`config.mk`:
```
export PLATFORM = sky130hd
export DESIGN_NAME = spi_ram_ctrl_flat
export DESIGN_NICKNAME = d
export VERILOG_FILES = /design/src/rtl/spi_ram_ctrl_pkg.sv /design/src/rtl/spi_ram_ctrl_if.sv /design/src/rtl/spi_ram_ctrl.sv /design/src/flat_wrapper.sv
export SDC_FILE = /design/constraint.sdc
export NUM_CORES = 1
export LEC_CHECK = 0
export ABC_AREA = 1
export CAP_MARGIN = 0
export CORE_UTILIZATION = 51
export DETAILED_ROUTE_END_ITERATION = 10
export PLACE_DENSITY = 0.87
export SYNTH_ARGS = -nofsm -noshare
export SYNTH_HDL_FRONTEND = slang
export SYNTH_SLANG_ARGS = --single-unit
```
`constraint.sdc`:
```
create_clock -name clk -period 2.2 [get_ports clk]
set_clock_uncertainty 0.15 [all_clocks]
set_input_delay 0.33 -clock clk [delete_from_list [all_inputs] [get_ports clk]]
set_output_delay 0.33 -clock clk [all_outputs]
set_load 0.03 [all_outputs]
```
`src/rtl/spi_ram_ctrl_pkg.sv`:
```
// Shared types for the SPI-to-RAM command sequencer.
// Frame commands, FSM states and default widths.
// Imported by the interface and the top module.
package spi_ram_ctrl_pkg;

  localparam int DEF_ADDR_W = 8;
  localparam int DEF_DATA_W = 8;

  typedef enum logic [1:0] {
    WR_ADDR = 2'b00,
    WR_DATA = 2'b01,
    RD_ADDR = 2'b10,
    RD_DATA = 2'b11
  } cmd_e;

  typedef enum logic [2:0] {
    IDLE    = 3'd0,
    WR_REQ  = 3'd1,
    RD_REQ  = 3'd2,
    RD_WAIT = 3'd3,
    TX      = 3'd4
  } state_e;

endpackage

```
`src/rtl/spi_ram_ctrl_if.sv`:
```
// Bundle of the SPI-side, RAM-side and status signals of the sequencer.
// The slave modport is the controller's view, master is the surroundings.
// No logic, wires only.
interface spi_ram_ctrl_if #(
  parameter int ADDR_W = spi_ram_ctrl_pkg::DEF_ADDR_W,
  parameter int DATA_W = spi_ram_ctrl_pkg::DEF_DATA_W
);
  logic [ADDR_W+1:0] rx_data;
  logic              rx_valid;
  logic              ram_req;
  logic              ram_we;
  logic [ADDR_W-1:0] ram_addr;
  logic [DATA_W-1:0] ram_wdata;
  logic              ram_gnt;
  logic              ram_rvalid;
  logic [DATA_W-1:0] ram_rdata;
  logic              tx_valid;
  logic [DATA_W-1:0] tx_data;
  logic              busy;
  logic              err_seq;
  logic              err_ovf;

  modport slave (
    input  rx_data, rx_valid, ram_gnt, ram_rvalid, ram_rdata,
    output ram_req, ram_we, ram_addr, ram_wdata, tx_valid, tx_data,
           busy, err_seq, err_ovf
  );

  modport master (
    output rx_data, rx_valid, ram_gnt, ram_rvalid, ram_rdata,
    input  ram_req, ram_we, ram_addr, ram_wdata, tx_valid, tx_data,
           busy, err_seq, err_ovf
  );
endinterface

```
`src/rtl/spi_ram_ctrl.sv`:
```
// Decodes SPI frames into RAM writes/reads and returns read data to the SPI side.
// rx_valid to ram_req: 1 cycle; ram_rvalid to tx_valid: 1 cycle.
// Frames arriving while an access is in flight are dropped and flagged (err_ovf).
module spi_ram_ctrl
  import spi_ram_ctrl_pkg::*;
#(
  parameter int ADDR_W   = DEF_ADDR_W,
  parameter int DATA_W   = DEF_DATA_W,
  parameter int AUTO_INC = 1
) (
  input  logic            clk,
  input  logic            rst,
  spi_ram_ctrl_if.slave   bus
);

  state_e            state;
  logic [ADDR_W-1:0] wr_addr;
  logic [ADDR_W-1:0] rd_addr;
  logic              rd_addr_vld;

  cmd_e              rx_cmd;
  logic [ADDR_W-1:0] rx_pay;
  logic              in_flight;

  assign rx_cmd    = cmd_e'(bus.rx_data[ADDR_W+1:ADDR_W]);
  assign rx_pay    = bus.rx_data[ADDR_W-1:0];
  assign in_flight = (state == WR_REQ) || (state == RD_REQ) || (state == RD_WAIT);

  // busy follows the state register directly, so it drops with the async reset
  assign bus.busy = (state != IDLE);

  // Command FSM with registered RAM/TX outputs and sticky error flags
  always_ff @(posedge clk or posedge rst) begin
    if (rst) begin
      state         <= IDLE;
      wr_addr       <= '0;
      rd_addr       <= '0;
      rd_addr_vld   <= 1'b0;
      bus.ram_req   <= 1'b0;
      bus.ram_we    <= 1'b0;
      bus.ram_addr  <= '0;
      bus.ram_wdata <= '0;
      bus.tx_valid  <= 1'b0;
      bus.tx_data   <= '0;
      bus.err_seq   <= 1'b0;
      bus.err_ovf   <= 1'b0;
    end else begin
      if (bus.rx_valid && in_flight) begin
        bus.err_ovf <= 1'b1;
      end

      case (state)
        // TX behaves like IDLE once a new frame arrives: the frame releases tx_valid
        IDLE, TX: begin
          if (bus.rx_valid) begin
            bus.tx_valid <= 1'b0;
            state        <= IDLE;
            case (rx_cmd)
              WR_ADDR: wr_addr <= rx_pay;
              WR_DATA: begin
                bus.ram_req   <= 1'b1;
                bus.ram_we    <= 1'b1;
                bus.ram_addr  <= wr_addr;
                bus.ram_wdata <= DATA_W'(rx_pay);
                state         <= WR_REQ;
              end
              RD_ADDR: begin
                rd_addr     <= rx_pay;
                rd_addr_vld <= 1'b1;
              end
              RD_DATA: begin
                if (rd_addr_vld) begin
                  bus.ram_req  <= 1'b1;
                  bus.ram_we   <= 1'b0;
                  bus.ram_addr <= rd_addr;
                  state        <= RD_REQ;
                end else begin
                  bus.err_seq <= 1'b1;
                end
              end
              default: ;
            endcase
          end
        end

        WR_REQ: begin
          if (bus.ram_gnt) begin
            bus.ram_req <= 1'b0;
            state       <= IDLE;
            if (AUTO_INC != 0) wr_addr <= wr_addr + ADDR_W'(1);
          end
        end

        RD_REQ: begin
          if (bus.ram_gnt) begin
            bus.ram_req <= 1'b0;
            state       <= RD_WAIT;
          end
        end

        RD_WAIT: begin
          if (bus.ram_rvalid) begin
            bus.tx_data  <= bus.ram_rdata;
            bus.tx_valid <= 1'b1;
            state        <= TX;
            if (AUTO_INC != 0) rd_addr <= rd_addr + ADDR_W'(1);
          end
        end

        default: state <= IDLE;
      endcase
    end
  end

endmodule

```
`src/flat_wrapper.sv`:
```
// flat-port wrapper written by rule: the top's interface ports become plain ports
module spi_ram_ctrl_flat import spi_ram_ctrl_pkg::*;
#(
  parameter int ADDR_W   = DEF_ADDR_W,
  parameter int DATA_W   = DEF_DATA_W,
  parameter int AUTO_INC = 1
)
  (clk, rst, bus_rx_data, bus_rx_valid, bus_ram_gnt, bus_ram_rvalid, bus_ram_rdata, bus_ram_req, bus_ram_we, bus_ram_addr, bus_ram_wdata, bus_tx_valid, bus_tx_data, bus_busy, bus_err_seq, bus_err_ovf);
  spi_ram_ctrl_if #(.ADDR_W(ADDR_W), .DATA_W(DATA_W)) bus_i ();
  input  logic clk;
  input  logic rst;
  input wire logic [$bits(bus_i.rx_data)-1:0] bus_rx_data;
  input wire logic [$bits(bus_i.rx_valid)-1:0] bus_rx_valid;
  input wire logic [$bits(bus_i.ram_gnt)-1:0] bus_ram_gnt;
  input wire logic [$bits(bus_i.ram_rvalid)-1:0] bus_ram_rvalid;
  input wire logic [$bits(bus_i.ram_rdata)-1:0] bus_ram_rdata;
  output wire logic [$bits(bus_i.ram_req)-1:0] bus_ram_req;
  output wire logic [$bits(bus_i.ram_we)-1:0] bus_ram_we;
  output wire logic [$bits(bus_i.ram_addr)-1:0] bus_ram_addr;
  output wire logic [$bits(bus_i.ram_wdata)-1:0] bus_ram_wdata;
  output wire logic [$bits(bus_i.tx_valid)-1:0] bus_tx_valid;
  output wire logic [$bits(bus_i.tx_data)-1:0] bus_tx_data;
  output wire logic [$bits(bus_i.busy)-1:0] bus_busy;
  output wire logic [$bits(bus_i.err_seq)-1:0] bus_err_seq;
  output wire logic [$bits(bus_i.err_ovf)-1:0] bus_err_ovf;
  assign bus_i.rx_data = bus_rx_data;
  assign bus_i.rx_valid = bus_rx_valid;
  assign bus_i.ram_gnt = bus_ram_gnt;
  assign bus_i.ram_rvalid = bus_ram_rvalid;
  assign bus_i.ram_rdata = bus_ram_rdata;
  assign bus_ram_req = bus_i.ram_req;
  assign bus_ram_we = bus_i.ram_we;
  assign bus_ram_addr = bus_i.ram_addr;
  assign bus_ram_wdata = bus_i.ram_wdata;
  assign bus_tx_valid = bus_i.tx_valid;
  assign bus_tx_data = bus_i.tx_data;
  assign bus_busy = bus_i.busy;
  assign bus_err_seq = bus_i.err_seq;
  assign bus_err_ovf = bus_i.err_ovf;
  spi_ram_ctrl #(.ADDR_W(ADDR_W), .DATA_W(DATA_W), .AUTO_INC(AUTO_INC)) u_core (.clk(clk), .rst(rst), .bus(bus_i));
endmodule
```
==> impl_metrics.env, run 1 <==
export IMPL_crit_chain="clkdlybuf4s50_1"
export IMPL_internal_power_mw=2.41
export IMPL_ys_seq_elements=49
export IMPL_crit_end="bus_tx_data[6]"
export IMPL_r2r_start="u_core.state[1]$_DFFE_PP0P_"
export IMPL_dpl_hpwl_um=4490
export IMPL_cp_slowest_cell="clkdlybuf4s50_1"
export IMPL_synth_cell_types=28
export IMPL_slowest_delay_ns=0.67
export IMPL_die_area_sq_um=5440
export IMPL_syn_inst=355
export IMPL_grt_pass1_vias=2256
export IMPL_overflow=0
export IMPL_crit_start="u_core.bus.tx_data[6]$_DFFE_PP0P_"
export IMPL_path_buf_inv=1
export IMPL_ys_seq_area_frac=0.467
export IMPL_root_buffer="clkbuf_8"
export IMPL_p_sw_frac=0.460
export IMPL_register_area_sq_um=1230
export IMPL_maxSlewViolCount=0
export IMPL_async_reset_ff_frac=1.00
export IMPL_grt_setup_unrepaired="no"
export IMPL_required_ns=1.72
export IMPL_p_per_area_nw_per_um2=1340
export IMPL_synth_top_area_frac=0.467
export IMPL_drt_iter0_markers=186
export IMPL_rr_endpoint="u_core.wr_addr[3]$_DFFE_PP0P_"
export IMPL_htree_levels=2
export IMPL_ys_flop_type="dfrtp_1"
export IMPL_fin_crit_sh=0.829
export IMPL_drc=0
export IMPL_cts_tree="yes"
export IMPL_cp_end_kind="output pin"
export IMPL_critical_path_depth=1
export IMPL_cap_violations=0
export IMPL_cp_top_family="buffers and inverters"
export IMPL_hold_buffers=0
export IMPL_synth_area_leaders="dfrtp_1 47%, nand2_1 21%, nand3_1 7.1%"
export IMPL_ys_top_cells_by_count="148 x nand2_1, 49 x dfrtp_1, 38 x inv_1"
export IMPL_fin_nets=437
export IMPL_wl_per_cell_um=12.5
export IMPL_reg2reg_slack_ns=0.52
export IMPL_vias_per_cell=5.12
export IMPL_grt_usage=0.250
export IMPL_grt_pass1_wl_um=10200
export IMPL_finalWirelength_um=6010
export IMPL_clock_fmax_mhz=548
export IMPL_place_area_sq_um=3230
export IMPL_outcome="completed"
export IMPL_cts_setup_buffers=0
export IMPL_synthToLayoutAreaGrowth_pct=26.6
export IMPL_leakage_nw=1.70
export IMPL_clk_pin_slew_ns=0.09
export IMPL_n_antenna_cell=0
export IMPL_ant_nets=0
export IMPL_multi_input_area_sq_um=1200
export IMPL_pin_count=53
export IMPL_criticalPathCategory="reg2out"
export IMPL_power_frac_seq=0.369
export IMPL_antenna_found_initial=0
export IMPL_fillers=417
export IMPL_synth_edff_count=0
export IMPL_worst_slew_pin_slew_ns=0.503
export IMPL_netlist_area_sq_um=2620
export IMPL_final_cell_area_sq_um=3320
export IMPL_drive_gt1_frac=0.0678
export IMPL_yosys_cell_count_top_type="nand2_1"
export IMPL_start_util=0.541
export IMPL_p_switching_mw=2.05
export IMPL_cts_resized=1
export IMPL_period_minus_slack_ns=1.82
export IMPL_clock_sinks=49
export IMPL_clkPwrFrac=0.116
export IMPL_startpoint_type="flip-flop"
export IMPL_num_rows=25
export IMPL_numPortBuffers=52
export IMPL_finalSetupViolations=0
export IMPL_cts_buffer_depth=2
export IMPL_die_height_um=73.7
export IMPL_slew_headroom=0.664
export IMPL_num_vias=2459
export IMPL_reg2reg_depth=8
export IMPL_place_gp_congestion=0.928
export IMPL_hold_class="in2async"
export IMPL_fin_tns_setup_ns=0
export IMPL_fp_coreArea_sq_um=4850
export IMPL_peakVddDrop_mv=0.746
export IMPL_arrival_ns=1.34
export IMPL_crit_fanout=2
export IMPL_syn_num_nets=380
export IMPL_drt_pass1_iterations=4
export IMPL_synth_largest_area_cell="dfrtp_1"
export IMPL_comb_power_share=0.515
export IMPL_worstSkewPairLatency_ns=0.31
export IMPL_grt_max_degree=28
export IMPL_die_width_um=73.7
export IMPL_cts_inserted_buffers=5
export IMPL_synth_warnings=0
export IMPL_syn_area_per_cell_sq_um=7.39
export IMPL_hold_violations=0
export IMPL_holdWs_ns=0.219
## cells by family after synthesis
family	synth area share
multiplexers	0.00763
XOR/XNOR	0.00668
AND/OR/NAND/NOR	0.354
buffers and inverters	0.0753
flip-flops	0.467
AO/OA/AOI/OAI	0.0796
adder cells (fa/ha/maj)	0.00954
## power groups by stage
| stage | registers [mW] | logic, mW | clock network, mW |
|---|---|---|---|
| 2_1_floorplan | 2.03 | 1.08 | 0 |
| 3_3_place_gp | 1.63 | 2.23 | 0 |
| 3_5_place_dp | 1.65 | 2.28 | 0 |
| 4_1_cts | 1.64 | 2.30 | 0.526 |
| 5_1_grt | 1.70 | 2.56 | 0.557 |
| 6_report | 1.65 | 2.29 | 0.516 |
## area by class of cell
type,count,share of cell area
clock inverters,1,0.00226
inverters,38,0.0429
multi-input cells,260,0.363
well taps,67,0.0252
flip-flops and latches,49,0.369
clock buffers,7,0.0230
repair buffers,58,0.175
## cells in the final DEF (no fill, tap or decap), types with 4 or more instances in the layout
| master | instances |
|---|---|
| buf_4 | 5 |
| clkbuf_8 | 5 |
| clkdlybuf4s50_1 | 51 |
| dfrtp_1 | 49 |
| inv_1 | 37 |
| nand2_1 | 148 |
| nand2_2 | 4 |
| nand3_1 | 37 |
| nor2_1 | 16 |
| nor2_4 | 4 |
| o21ai_0 | 22 |
| o21ai_1 | 10 |
## worst min-delay path by stage
stage,from,slack [ns],end,cells past startpoint
3_5_place_dp,u_core.bus.err_ovf$_DFFE_PP0P_,0.31,u_core.bus.err_ovf$_DFFE_PP0P_,1
6_report,rst,0.22,u_core.bus.ram_addr[0]$_DFFE_PP0P_,2
4_1_cts,rst,0.24,u_core.bus.ram_addr[0]$_DFFE_PP0P_,2
2_1_floorplan,bus_rx_data[0],0.29,u_core.bus.ram_wdata[0]$_DFFE_PP0P_,2
3_3_place_gp,u_core.bus.err_ovf$_DFFE_PP0P_,0.30,u_core.bus.err_ovf$_DFFE_PP0P_,1
5_1_grt,rst,0.26,u_core.bus.ram_addr[0]$_DFFE_PP0P_,2
## registers in the layout (all words and copies together) (netlist names), 3 cells and up
name / flops
u_core.bus.ram_wdata: 8
u_core.state: 3
u_core.bus.ram_addr: 8
u_core.wr_addr: 8
u_core.rd_addr: 8
u_core.bus.tx_data: 8
## metrics by stage
stage               std cells  power (mW)   util  worst slack [ns]
finish                    480        4.46  0.685             0.377
global route              480        4.81  0.685             0.304
CTS                       480        4.47  0.685            0.0491
detailed placement        472        3.93  0.666             0.259
global placement          472        3.86  0.666             0.295
floorplan                 355        3.11      -             0.547
## metal layers
| layer | part of all wire | up-vias | track usage |
|---|---|---|---|
| met5 | 0 | - | 0 |
| met4 | 0.024 | 0 | 0.107 |
| met3 | 0.057 | 14 | 0.0576 |
| met2 | 0.49 | 68 | 0.401 |
| met1 | 0.43 | 1144 | 0.325 |
| li1 | - | 1233 | - |
Note: power is estimated with default switching activity, not from simulation.
==> run 2, diff against run 1 <==
==> constraint.sdc (replaced) <==
create_clock -name clk -period 1.68 [get_ports clk]
set_clock_uncertainty 0.15 [all_clocks]
set_input_delay 0.252 -clock clk [delete_from_list [all_inputs] [get_ports clk]]
set_output_delay 0.252 -clock clk [all_outputs]
set_load 0.03 [all_outputs]
==> impl_metrics.env, run 2 (same netlist as run 1, synthesis figures left out) <==
export IMPL_root_buffer="clkbuf_8"
export IMPL_startpoint_type="flip-flop"
export IMPL_finalSetupViolations=0
export IMPL_num_vias=2545
export IMPL_drc=0
export IMPL_cp_slowest_cell="dfrtp_1"
export IMPL_cap_violations=0
export IMPL_final_cell_mix="147 x nand2_1, 49 x dfrtp_1, 37 x inv_1, 37 x nand3_1, 29 x dlygate4sd2_1"
export IMPL_die_width_um=73.7
export IMPL_fin_nets=450
export IMPL_grt_usage=0.254
export IMPL_reg2reg_depth=7
export IMPL_criticalPathCategory="reg2reg"
export IMPL_ant_nets=0
export IMPL_cts_inserted_buffers=5
export IMPL_wl_per_cell_um=12.9
export IMPL_worst_slew_pin_slew_ns=0.314
export IMPL_numPortBuffers=52
export IMPL_outcome="completed"
export IMPL_pin_count=53
export IMPL_crit_top_cell="nand2_1"
export IMPL_cp_top_family="simple AND/OR/NAND/NOR gates"
export IMPL_required_ns=1.75
export IMPL_clock_sinks=49
export IMPL_maxSlewViolCount=0
export IMPL_holdWs_ns=0.0361
export IMPL_fp_coreArea_sq_um=4850
export IMPL_crit_fanout=18
export IMPL_antenna_found_initial=0
export IMPL_hold_violations=0
export IMPL_clock_fmax_mhz=633
export IMPL_cts_tree="yes"
export IMPL_fin_tns_setup_ns=0
export IMPL_cts_buffer_depth=2
export IMPL_dpl_hpwl_um=4790
export IMPL_die_height_um=73.7
export IMPL_clk_pin_slew_ns=0.10
export IMPL_crit_chain="buf_4 > nand2_1 > nor2_2 > buf_4 > nand2_2 > nand2_1 > nand2_1"
export IMPL_drt_iter0_markers=307
export IMPL_r2r_start="u_core.state[0]$_DFFE_PP0P_"
export IMPL_rr_endpoint="u_core.bus.tx_data[6]$_DFFE_PP0P_"
export IMPL_drt_pass1_iterations=6
export IMPL_num_rows=25
export IMPL_die_area_sq_um=5440
export IMPL_grt_max_degree=42
export IMPL_final_cells=493
export IMPL_grt_pass1_wl_um=10500
export IMPL_drive_gt1_frac=0.108
export IMPL_vias_per_cell=5.16
export IMPL_htree_levels=2
export IMPL_peakVddDrop_mv=1.15
export IMPL_path_buf_inv=2
export IMPL_grt_pass1_vias=2461
export IMPL_n_antenna_cell=0
export IMPL_worstSkewPairLatency_ns=0.31
export IMPL_layout_commonest_cell="nand2_1"
export IMPL_cp_end_kind="flip-flop"
export IMPL_overflow=0
export IMPL_dp_cells=485
export IMPL_arrival_ns=1.65
export IMPL_start_util=0.541
export IMPL_period_minus_slack_ns=1.58
export IMPL_fin_crit_sh=0.941
export IMPL_p_total_mw=5.87
export IMPL_synthToLayoutAreaGrowth_pct=30.5
export IMPL_finish_utilization=0.706
export IMPL_p_per_area_nw_per_um2=1720
export IMPL_reg2reg_slack_ns=0.1
export IMPL_leakage_nw=1.85
export IMPL_hold_buffers=0
export IMPL_slew_headroom=0.792
export IMPL_slowest_delay_ns=0.43
export IMPL_finalWirelength_um=6380
export IMPL_place_gp_congestion=0.914
export IMPL_hold_class="in2async"
## run 2: cell types whose count changed in the layout (fill, tap and decap cells not counted), sizes merged
cell / before / now
buf: 6 / 20
clkbuf: 7 / 6
clkinv: 0 / 1
clkinvlp: 1 / 0
dlygate4sd2: 0 / 29
dlymetal6s2s: 1 / 0
inv: 38 / 39
clkdlybuf4s50: 51 / 22
## run 2: how the worst max path moves through the flow
stage                                     start                                  end  cells after the start
finish              u_core.state[0]$_DFFE_PP0P_    u_core.bus.tx_data[6]$_DFFE_PP0P_                      7
global placement                 bus_rx_data[8]  u_core.bus.ram_wdata[1]$_DFFE_PP0P_                      7
detailed placement               bus_rx_data[9]   u_core.bus.ram_addr[2]$_DFFE_PP0P_                      6
floorplan                                   rst       u_core.bus.err_ovf$_DFFE_PP0P_                      1
CTS                 u_core.state[0]$_DFFE_PP0P_    u_core.bus.tx_data[6]$_DFFE_PP0P_                      7
global route        u_core.state[0]$_DFFE_PP0P_        u_core.rd_addr[5]$_DFFE_PP0P_                      7
## run 2: power breakdown
part	total [mW]	internal, mW	switching [mW]
registers	2.12	1.69	0.427
clock network	0.767	0.342	0.424
logic	2.99	1.05	1.94
total	5.87	3.08	2.79
## run 2: what timing repair did
item	4_1_cts	5_1_grt
gates resized for setup	32	7
buffers inserted	0	0
endpoints found under the setup margin	30	19
## run 2: cell type report
| type | count | area [sq um] |
|---|---|---|
| well taps | 67 | 83.8 |
| flip-flops and latches | 49 | 1230 |
| multi-input cells | 260 | 1220 |
| fillers | 401 | 1430 |
| clock buffers | 6 | 82.6 |
| repair buffers | 71 | 647 |
| clock inverters | 2 | 17.5 |
| inverters | 38 | 143 |
## run 2: routing by layer
layer	global-route usage	wire length, um
met1	0.320	2790
met2	0.425	3130
met3	0.0439	315
met4	0.113	143
met5	0	0
## run 2: stage by stage
stage / worst slack (ns) / instance area (sq um)
3_5_place_dp: -0.0993 / 3340
3_3_place_gp: -0.0659 / 3340
2_1_floorplan: 0.105 / 2620
4_1_cts: 0.0305 / 3410
5_1_grt: -0.0102 / 3420
6_report: 0.0999 / 3420
==> RTL change 1 (config.mk and constraints of run 2) <==
`DEF_ADDR_W`: 8 -> 7.
--- a/src/rtl/spi_ram_ctrl_pkg.sv
+++ b/src/rtl/spi_ram_ctrl_pkg.sv
@@ -3,7 +3,7 @@
 // Imported by the interface and the top module.
 package spi_ram_ctrl_pkg;
 
-  localparam int DEF_ADDR_W = 8;
+  localparam int DEF_ADDR_W = 7;
   localparam int DEF_DATA_W = 8;
 
   typedef enum logic [1:0] {
Ports: changed (resized bus_ram_addr and bus_rx_data); port bits go from 53 to 51. The function was not compared with the original's and may differ.
==> RTL change 1 against run 2 <==
  * Final area is 8.9% lower
  * Routed wire length decreased by 13%
  * Synthesized cell count decreased by 10%
  * Setup slack lost 0.034 ns
  * Sequential cell count is 4 lower
  * Clock power increased by 11%
  * Area after synthesis is 11% lower
  * Power fell by 2.8%
  * Highest routed layer unchanged
==> RTL change 1: results (changes against run 2) <==
logic_synthesis:
  yosys-top-cells-area: "dfrtp_1, nand2_1, nand3_1, o21ai_0, inv_1"
  synth-compound-area-share_pct: 8.49  # +0.53 points
  synthAdderAreaFrac_pct: 1.07  # +0.11 points
  synthXorXnorAreaFrac_pct: 0.374  # -0.29 points
  synth_mux_area_share_pct: 0  # -0.76 points
  syn_inst: 319  # -10%
critical_path:
  startpoint: "u_core.state[1]"
  cp_max_fo: 6  # -12
  r2r_slack_ns: 0.07  # -0.03 ns
  max_stage_delay_ns: 0.45  # +0.02 ns
  reg2reg_depth: 8  # +1
power:
  p_total_mw: 5.71  # -2.8%
  p_clk_share_pct: 14.9  # +1.8 points
  leakage_nw: 1.71  # -7.9%
  switching_share_pct: 45.5  # -2.1 points
  combPwrFrac_pct: 51.1  # +0.2 points
  worst_ir_drop_vdd_v: 0.000998  # -13%
sta:
  max_freq_mhz: 620  # -2.1%
placed_design:
  dp_cells: 431  # -11%
  port_buffers: 49  # -5.8%
  hpwl_microns: 4030  # -16%
  place.gp.congestion: 0.893  # -2.3%
global_routing:
  grt_usage_pct: 24.0  # -1.4 points
  grt_pass1_vias: 2058  # -16%
  use_met1_pct: 32.1  # +0.13 points
  grt_max_degree: 46  # +9.5%
routing:
  wl_met2_microns: 2690  # -14%
  wl_met1_microns: 2510  # -10%
  drt_iter0_markers: 177  # -42%
  routed_wirelength_microns: 5560  # -13%
  met3_length_microns: 282  # -10%
clock_network:
  cts.clk_slew.worst_paths_ns: 0.08  # -0.02 ns
final_layout:
  nNetsFinal: 414  # -8.0%
  nFillCells: 359  # -10%
run_status:
  status: "completed"
==> RTL change 1: cell types whose count changed after synthesis, sizes merged, moves of 2 or more <==
| cell | delta |
|---|---|
| nand2 | -20 |
| nand3 | -3 |
| nor2 | -3 |
| o21ai | -2 |
| mux2i | -2 |
| dfrtp | -4 |
==> RTL change 1: repair_timing <==
| action | 4_1_cts | 5_1_grt |
|---|---|---|
| setup buffers | 0 | 4 |
| endpoints found under the setup margin | 28 | 19 |
| pin swaps | 0 | 2 |
| gates resized for setup | 30 | 4 |
==> RTL change 1: cell type report <==
cell class / count / area share, %
timing repair buffer: 72 / 20.6
inverter: 38 / 4.57
clock buffer: 7 / 2.77
sequential: 45 / 36.2
multi-input combinational: 228 / 32.8
clock inverter: 1 / 0.963
tap: 52 / 2.09
==> RTL change 2 (flow settings as in run 2) <==
Without the edit above. Reset style: synchronous (`rst`), changed in one clocked block. Comments in the files are not updated.
--- a/src/rtl/spi_ram_ctrl.sv
+++ b/src/rtl/spi_ram_ctrl.sv
@@ -30,7 +30,7 @@
   assign bus.busy = (state != IDLE);
 
   // Command FSM with registered RAM/TX outputs and sticky error flags
-  always_ff @(posedge clk or posedge rst) begin
+  always_ff @(posedge clk) begin
     if (rst) begin
       state         <= IDLE;
       wr_addr       <= '0;
Formal check against the unedited RTL: differs if rst is asserted again (counterexample within 4 cycles, from zero or initial values and one cycle with rst high); with rst held inactive, the same outputs for 4 cycles.
==> RTL change 2 against run 2 <==
  * Power fell by 30%
  * Sequential cell count did not move
  * Area after synthesis fell by 6.2%
  * Fmax fell by 2.5%
  * Setup slack got worse by 0.041 ns
  * Routed wire length rose by 8.4%
  * Core utilization rose by 1.4 points
  * Final area fell by 5.3%
  * Critical endpoint is now bus_busy
  * Largest cell class is now multi-input gates
==> RTL change 2: results (changes against run 2) <==
final_layout:
  n_clock_buffer: 7  # +1
  inverters: 40  # +5.3%
  nFillCells: 375  # -6.5%
  n_all_buffers: 73  # +2.8%
  drive_gt1_share_pct: 10.9  # +0.14 points
  final_util_pct: 72.0  # +1.4 points
  nNetsFinal: 473  # +5.1%
  multi_input_cells: 279  # +7.3%
  clk_share_pct: 2.66  # -0.26 points
logic_synthesis:
  synthFlopType: "dfxtp_1"
  yosysSeqAreaShare_pct: 39.9  # -6.9 points
  yosys-top-cells-area: "dfxtp_1, nand2_1, nor2_1, o21ai_0, a21oi_1"
  synthAdderAreaFrac_pct: 1.02  # +0.064 points
  syn_area_per_cell_sq_um: 6.51  # -12%
  async_flop_share_pct: 0  # -100 points
  synth_commonest_cells: "nand2_1, nor2_1, dfxtp_1, o21ai_0, inv_1"
  synth_mux_area_share_pct: 0  # -0.76 points
critical_path:
  max_stage_delay_ns: 0.37  # -0.06 ns
  crit_family: "flip-flops"
  arrival_ns: 1.22  # -0.43 ns
  startpoint: "u_core.state[1]"
power:
  leakage_nw: 1.52  # -18%
placed_design:
  preCtsSetupSlack_ns: -0.194  # -0.0950 ns
  hpwl_microns: 5030  # +5.0%
  placed_area_sq_mm: 0.00317  # -5.1%
routing:
  drt_iter0_markers: 371  # +21%
sta:
  period_minus_slack_ns: 1.62  # +0.0408 ns
  slew_headroom_pct: 76.1  # -3.0 points
global_routing:
  grt_usage_pct: 27.5  # +2.1 points
run_status:
  status: "completed"
worst_hold_path:
  min_path_type: "register to register"
==> RTL change 2: cell count changes after synthesis, moves of 3 or more <==
cell | before | now
a21oi_1 | 1 | 29
clkbuf_1 | 2 | 5
dfrtp_1 | 49 | 0
dfxtp_1 | 0 | 49
inv_2 | 0 | 3
nand2_1 | 148 | 95
nand3_1 | 37 | 27
nor2_1 | 16 | 61
o21ai_0 | 22 | 39
o21ai_1 | 10 | 1
==> RTL change 2: metal layers <==
layer	part of all wire (%)	global-route usage [%]
met3	8.5	6.19
met5	0	0
met1	42	34.8
met2	46	45.3
met4	3.1	11.8
==> RTL change 2: power by group through the flow <==
stage | sequential [mW] | combinational [mW] | clock, mW
3_5_place_dp | 1.62 | 1.77 | 0
5_1_grt | 1.64 | 1.98 | 0.742
2_1_floorplan | 1.72 | 1.07 | 0
6_report | 1.61 | 1.82 | 0.698
3_3_place_gp | 1.61 | 1.73 | 0
4_1_cts | 1.59 | 1.74 | 0.702
